**src/rtl/div_nonrestoring_sgn.sv**
```systemverilog
// Sequential non-restoring divider, one quotient bit per clock, unsigned or
// truncating signed mode, with a correction stage and divide-by-zero/overflow flags.
module div_nonrestoring_sgn #(
  parameter int WA = 32,
  parameter int WB = 16,
  parameter int CW = $clog2(WA+1)
) (
  input  logic          clk,
  input  logic          clr,
  input  logic          start,
  input  logic          sign,
  input  logic [WA-1:0] a,
  input  logic [WB-1:0] b,
  output logic [WA-1:0] q,
  output logic [WB-1:0] r,
  output logic          busy,
  output logic          ready,
  output logic          dz,
  output logic          ovf,
  output logic [CW-1:0] count
);

  typedef enum logic [1:0] {IDLE, RUN, FIX} state_t;

  localparam logic [CW-1:0] LAST = CW'(WA-1);

  state_t        state;
  logic [WA-1:0] qreg;
  logic [WB:0]   pr;
  logic [WB-1:0] b_mag_r;
  logic          sq, sr, sgn_r;

  logic [WA-1:0] a_mag;
  logic [WB-1:0] b_mag;
  logic [WB+1:0] t, sum;
  logic [WB-1:0] rm;

  // Operand magnitudes, one iteration step and the final remainder correction.
  // The partial remainder is WB+1 bits wide so a divisor with its MSB set
  // still divides correctly in unsigned mode.
  always_comb begin
    a_mag = (sign && a[WA-1]) ? -a : a;
    b_mag = (sign && b[WB-1]) ? -b : b;
    t     = {pr, qreg[WA-1]};
    sum   = pr[WB] ? t + {2'b00, b_mag_r} : t - {2'b00, b_mag_r};
    rm    = pr[WB] ? pr[WB-1:0] + b_mag_r : pr[WB-1:0];
  end

  always_ff @(posedge clk or posedge clr) begin
    if (clr) begin
      state   <= IDLE;
      busy    <= 1'b0;
      ready   <= 1'b0;
      dz      <= 1'b0;
      ovf     <= 1'b0;
      q       <= '0;
      r       <= '0;
      count   <= '0;
      qreg    <= '0;
      pr      <= '0;
      b_mag_r <= '0;
      sq      <= 1'b0;
      sr      <= 1'b0;
      sgn_r   <= 1'b0;
    end else begin
      case (state)
        IDLE: begin
          if (start) begin
            ready <= 1'b0;
            dz    <= 1'b0;
            ovf   <= 1'b0;
            count <= '0;
            // A zero divisor completes on the accepting edge without running.
            if (b == '0) begin
              ready <= 1'b1;
              dz    <= 1'b1;
              q     <= '1;
              r     <= a[WB-1:0];
            end else begin
              busy    <= 1'b1;
              state   <= RUN;
              qreg    <= a_mag;
              b_mag_r <= b_mag;
              pr      <= '0;
              sq      <= sign & (a[WA-1] ^ b[WB-1]);
              sr      <= sign & a[WA-1];
              sgn_r   <= sign;
            end
          end
        end
        RUN: begin
          pr    <= sum[WB:0];
          qreg  <= {qreg[WA-2:0], ~sum[WB+1]};
          count <= count + 1'b1;
          if (count == LAST)
            state <= FIX;
        end
        FIX: begin
          q     <= sq ? -qreg : qreg;
          r     <= sr ? -rm : rm;
          // Only min / -1 produces a positive magnitude of 2^(WA-1).
          ovf   <= sgn_r & ~sq & qreg[WA-1];
          busy  <= 1'b0;
          ready <= 1'b1;
          state <= IDLE;
        end
        default: state <= IDLE;
      endcase
    end
  end

endmodule

```
**config.mk**
```make
export PLATFORM = sky130hd
export DESIGN_NAME = div_nonrestoring_sgn
export DESIGN_NICKNAME = d
export VERILOG_FILES = /design/src/rtl/div_nonrestoring_sgn.sv
export SDC_FILE = /design/constraint.sdc
export NUM_CORES = 1
export LEC_CHECK = 0
export BUFFER_PORTS_ARGS = -buffer_cell sky130_fd_sc_hd__buf_2
export CORE_MARGIN = 2
export CORE_UTILIZATION = 45
export DETAILED_ROUTE_END_ITERATION = 16
export GPL_ROUTABILITY_DRIVEN = 0
export GPL_TIMING_DRIVEN = 0
export SETUP_SLACK_MARGIN = 0.2
export SLEW_MARGIN = 20
export SYNTH_ARGS = -nofsm -noshare
export SYNTH_HDL_FRONTEND = slang
export SYNTH_SLANG_ARGS = --single-unit
```
**constraint.sdc**
```tcl
create_clock -name clk -period 13.21 [get_ports clk]
set_input_delay 2.642 -clock clk [delete_from_list [all_inputs] [get_ports clk]]
set_output_delay 2.642 -clock clk [all_outputs]
set_load 0.01 [all_outputs]
```
# After elaboration in Yosys (flattened, before gate mapping)
# Cells that the tools add are included.
# W data, S select, Z words.
dict set report totals {
  regBits 128
  latchBits 0
  ramBits 0
  romBits 0
  n_memories 0
}
dict set report classes {
  n_addsub 8
  n_mul 0
  n_div 0
  n_lt_le_gt_ge 0
  eq_ne 7
  n_shift 0
  mux 32
  bitwise_logic 8
  reduce_logical 14
}
# operator n
set op_table {}
lappend op_table {{$mux W32} 6}
lappend op_table {{$pmux W32 S2} 2}
lappend op_table {{$mux W16} 5}
lappend op_table {{$neg A32 Y32} 2}
lappend op_table {{$mux W17} 2}
lappend op_table {{$pmux W17 S2} 1}
lappend op_table {{$neg A16 Y16} 2}
lappend op_table {{$pmux W16 S2} 1}
lappend op_table {{$add A18 B16 Y18} 1}
lappend op_table {{$mux W18} 1}
lappend op_table {{$sub A18 B16 Y18} 1}
lappend op_table {{$add A16 B16 Y16} 1}
lappend op_table {{$logic_not A16 Y1} 1}
lappend op_table {{$reduce_and A3 Y1} 5}
lappend op_table {{$pmux W6 S2} 1}
lappend op_table {{$ne A2 B2 Y1 const B} 4}
lappend op_table {{$add A6 B1 Y6 const B} 1}
lappend op_table {{$eq A6 B5 Y1 const B} 1}
lappend op_table {{$mux W2} 3}
lappend op_table {{$mux W6} 1}
lappend op_table {{$pmux W1 S2} 3}
lappend op_table {{$reduce_and A2 Y1} 3}
lappend op_table {{$mux W1} 5}
lappend op_table {{$and A1 B1 Y1} 4}
lappend op_table {{other kinds (8)} 12}

# Longest topological paths before layout
dict set report logic_depth {
  depth_word 5
  depth_mapped 15
  mapped_depth_nobuf 15
}

# Worst setup path before layout
# No wires, ideal clock.
dict set report synth_path {
  kind {input -> register}
  start {in b[8]}
  end {reg qreg[0]}
  setup_ps 135
  arrival_ps 4515
  required_time_ps 13075
  setup_slack_ps 8560
  path_stages 11
  n_path_buf 2
  cell_sequence {nor3_1 -> nand2_1 -> nor3_1 -> nand3_1 -> o21a_1 -> o21bai_1 -> clkbuf_1 -> clkbuf_1 -> nor3_1 -> a21oi_1 -> o21ai_0}
}
dict set report synth_between {
  elab_chain_cells 3
}
# element line_no
set synth_rtl {}
lappend synth_rtl {{from (decl)} 13} ;# input logic [WB-1:0] b,
lappend synth_rtl {{$logic_not A16 Y1} 74} ;# if (b == '0) begin
lappend synth_rtl {{$ne A2 B2 Y1 (no line)} n/a}
lappend synth_rtl {{$reduce_and A3 Y1 (no line)} n/a}
lappend synth_rtl {{to (signal assigned)} 82} ;# qreg <= a_mag;
lappend synth_rtl {{to (signal assigned)} 93} ;# qreg <= {qreg[WA-2:0], ~sum[WB+1]};
lappend synth_rtl {{to (decl)} 28} ;# logic [WA-1:0] qreg;
# Every way passes these cells.
# A chain may end at the register's enable or synchronous reset.

# Worst setup path after layout
dict set report layout_path {
  start {in b[6]}
  end {reg qreg[0]}
}
# Same word-level chain as after synthesis.

==> out/metrics.cfg <==
[drt]
viasPerCell=5.67
drc=0
dr.pass1.iters=5
totalWireLength_mm=27.2
drt_iter0_drc=486
drt-wirelength-per-cell_um=18.3
vias=8423
ant_nets=0

[run_status]
status=finished, final reports clean

[clocking]
cts.sinks=128
clockBufferDepth=2
clk_pin_slew_ns=0.06
cts_inserted_buffers=17
cts_tree=built
clock_latency_ns=0.43
cts_resized=0
post_cts_buffers=0
cts_hold_buf=0
htree_levels=4
clock-root-buffer=clkbuf_16

[timing]
report.final.setup_viol=0
tns_ns=0
min_period_ns=5.52
max_clock_freq_mhz=181
tightest_slew_ns=0.854
slew_violations=0
finalCritPeriodShare=0.418
relSlewSlack=0.431
fin_worst_skew_ns=0.00643
hold_viol_final=0
whs_ns=0.473
grt_setup_unrepaired=no

[synth]
synth_compound_gate_area_share=0.237
synthesis.area_sq_um=8990
yosysUniqueCellTypes=71
async_flop_share=1.00
yosysTopAreaCellShare=0.356
muxShareOfSynthArea=0.0114
synth_ff_type=dfrtp_1
synth_top_family_by_area=compound AO/OA/AOI/OAI gates
yosys.area_share.simple=0.187
netlist_instances=1079
ys_seq_elements=128
yosys.area.top_type=dfrtp_1
synthTopCellsByArea=dfrtp_1, o21ai_0, xor2_1
ys_warn_count=0
synthXorXnorAreaFrac=0.117
avgSynthCellArea_sq_um=8.33
synth_edf_count=0
syn_nets=1171
yosysSeqAreaShare=0.356
synthAdderAreaFrac=0.0573

[critical_path]
path_buf_inv=3
crit_path_end_kind=flop
startpoint_type=input pin
critPathTopFamily=buffers and inverters
r2r-end=pr[14]
rrSetupSlack_ns=8.83
slowest_delay_ns=0.71
path_cells=buf_2, nor3_1, nand2_1, nor3_1, nand3_1, o21a_1, o21bai_1, clkbuf_1, clkbuf_1, nor3_1, a21oi_1, o21ai_0
crit_slowest_cell=clkbuf_1
critical_path_arrival_ns=5.80
crit_top_cell=nor3_1
critPathKind=input pin to flop
cp.required_ns=13.49
reg2regPathDepth=15
r2r_start=pr[16]
crit_path_max_fanout=10

[min_path]
holdCritStartpoint=busy
hold_depth=2
worst_hold_path_type=flop to flop
hold_path_end=busy

[global_routing]
antenna_found_initial=0
grt.total_usage=0.263
grt-ovfl-total=0
grt_pass1_vias=7990
grt_pass1_wl_mm=43.5
grt_max_degree=72

[die]
core-area_sq_um=19500
row_count=51
dieArea_sq_um=21100
die_y_um=145
start_util=0.461
ios=110
dieWidth_um=145

[final_layout]
final_cell_mix=nand2_1, o21ai_0, dfrtp_1
fill_cells=1950
fin_nets=1300
drive_above_1_share=0.139
area_growth_pct=16.8
layout_commonest_cell=nand2_1

[run]
cap_viol_max_count=0

[pwr]
swShare=0.463
clock_power_share=0.163
p_total_uw=2990
pwr-share-seq=0.248
p_leak_uw=0.00446
p_switching_uw=1390
p_int_uw=1600
pwr-share-comb=0.589
ir_drop_mv=0.116
p_per_area_nw_per_um2=285

[placement]
port_buffers=109
hpwl_mm=20.8

## tightest hold or removal path: stages (launching register included)
cell     delay [ns]
dfrtp_1        0.34
nand2_1        0.05
nand2_1        0.05
## logic make-up after synthesis
family / after synthesis
and+or+nand+nor: 354
AOI/OAI and AO/OA: 346
DFF: 128
xor gates and xnor gates: 120
buffers and inverters: 81
adders and majority gates: 40
muxes: 10
## state kept, by name, indices dropped and copies added (netlist names)
name and cells:
sq 1, sr 1, dz 1, ovf 1, state 2, r 16, sgn_r 1, count 6
q 32, ready 1, qreg 32, busy 1, pr 17, b_mag_r 16
## metrics by stage
| stage | cells | utilization | cell area, sq um | setup slack (ns) |
|---|---|---|---|---|
| after floorplan | 1079 | - | 8990 | 7.16 |
| after global placement | 1453 | 0.505 | 9870 | 5.50 |
| after detailed placement | 1454 | 0.507 | 9900 | 7.29 |
| after CTS | 1485 | 0.538 | 10500 | 7.73 |
| after global routing | 1485 | 0.538 | 10500 | 7.26 |
| final | 1486 | 0.538 | 10500 | 7.69 |
## power groups by stage
stage	Sequential (uW)	Clock [uW]	Combinational, uW
2_1_floorplan	705	0	1360
3_3_place_gp	742	0	1720
3_5_place_dp	744	0	1750
4_1_cts	738	491	1760
5_1_grt	766	512	1990
6_report	741	486	1760
## synthesized netlist by cell type (all sizes together), types with 8 or more instances
library cell	n
a21o	12
a21oi	87
a31oi	17
clkbuf	48
dfrtp	128
ha	38
inv	27
mux2i	8
nand2	141
nand2b	12
nand3	20
nor2	81
nor2b	8
nor3	27
nor3b	8
nor4	8
o21ai	132
o22ai	15
o31ai	21
or3	15
or4	8
xnor2	54
xor2	66
## final cells by class
| type | instances | area [sq um] | area share |
|---|---|---|---|
| plain buffers | 54 | 206 | 0.0197 |
| clock buffers | 18 | 429 | 0.0409 |
| inverters | 27 | 109 | 0.0104 |
| repair buffers | 110 | 573 | 0.0546 |
| well taps | 265 | 332 | 0.0316 |
| flip-flops and latches | 128 | 3200 | 0.305 |
| clock inverters | 13 | 165 | 0.0157 |
| multi-input cells | 870 | 5480 | 0.522 |
| diodes | 1 | 2.50 | 0.000238 |
## how the worst max path moves through the flow
stage,start,endpoint,slack [ns],depth (start not counted)
after global placement,clr,pr[14],5.50,2
after CTS,b[6],qreg[0],7.73,12
final,b[6],qreg[0],7.69,12
after detailed placement,b[6],qreg[0],7.29,12
after global routing,b[6],qreg[0],7.26,12
after floorplan,clr,b_mag_r[0],7.16,1
## routing by layer
layer / track usage / share of wire / vias up
li1: - / - / 4142
met1: 0.338 / 0.44 / 4041
met2: 0.449 / 0.49 / 201
met3: 0.0342 / 0.040 / 39
met4: 0.106 / 0.029 / 0
met5: 0 / 0 / -
Note: power is estimated with default switching activity, not from simulation.
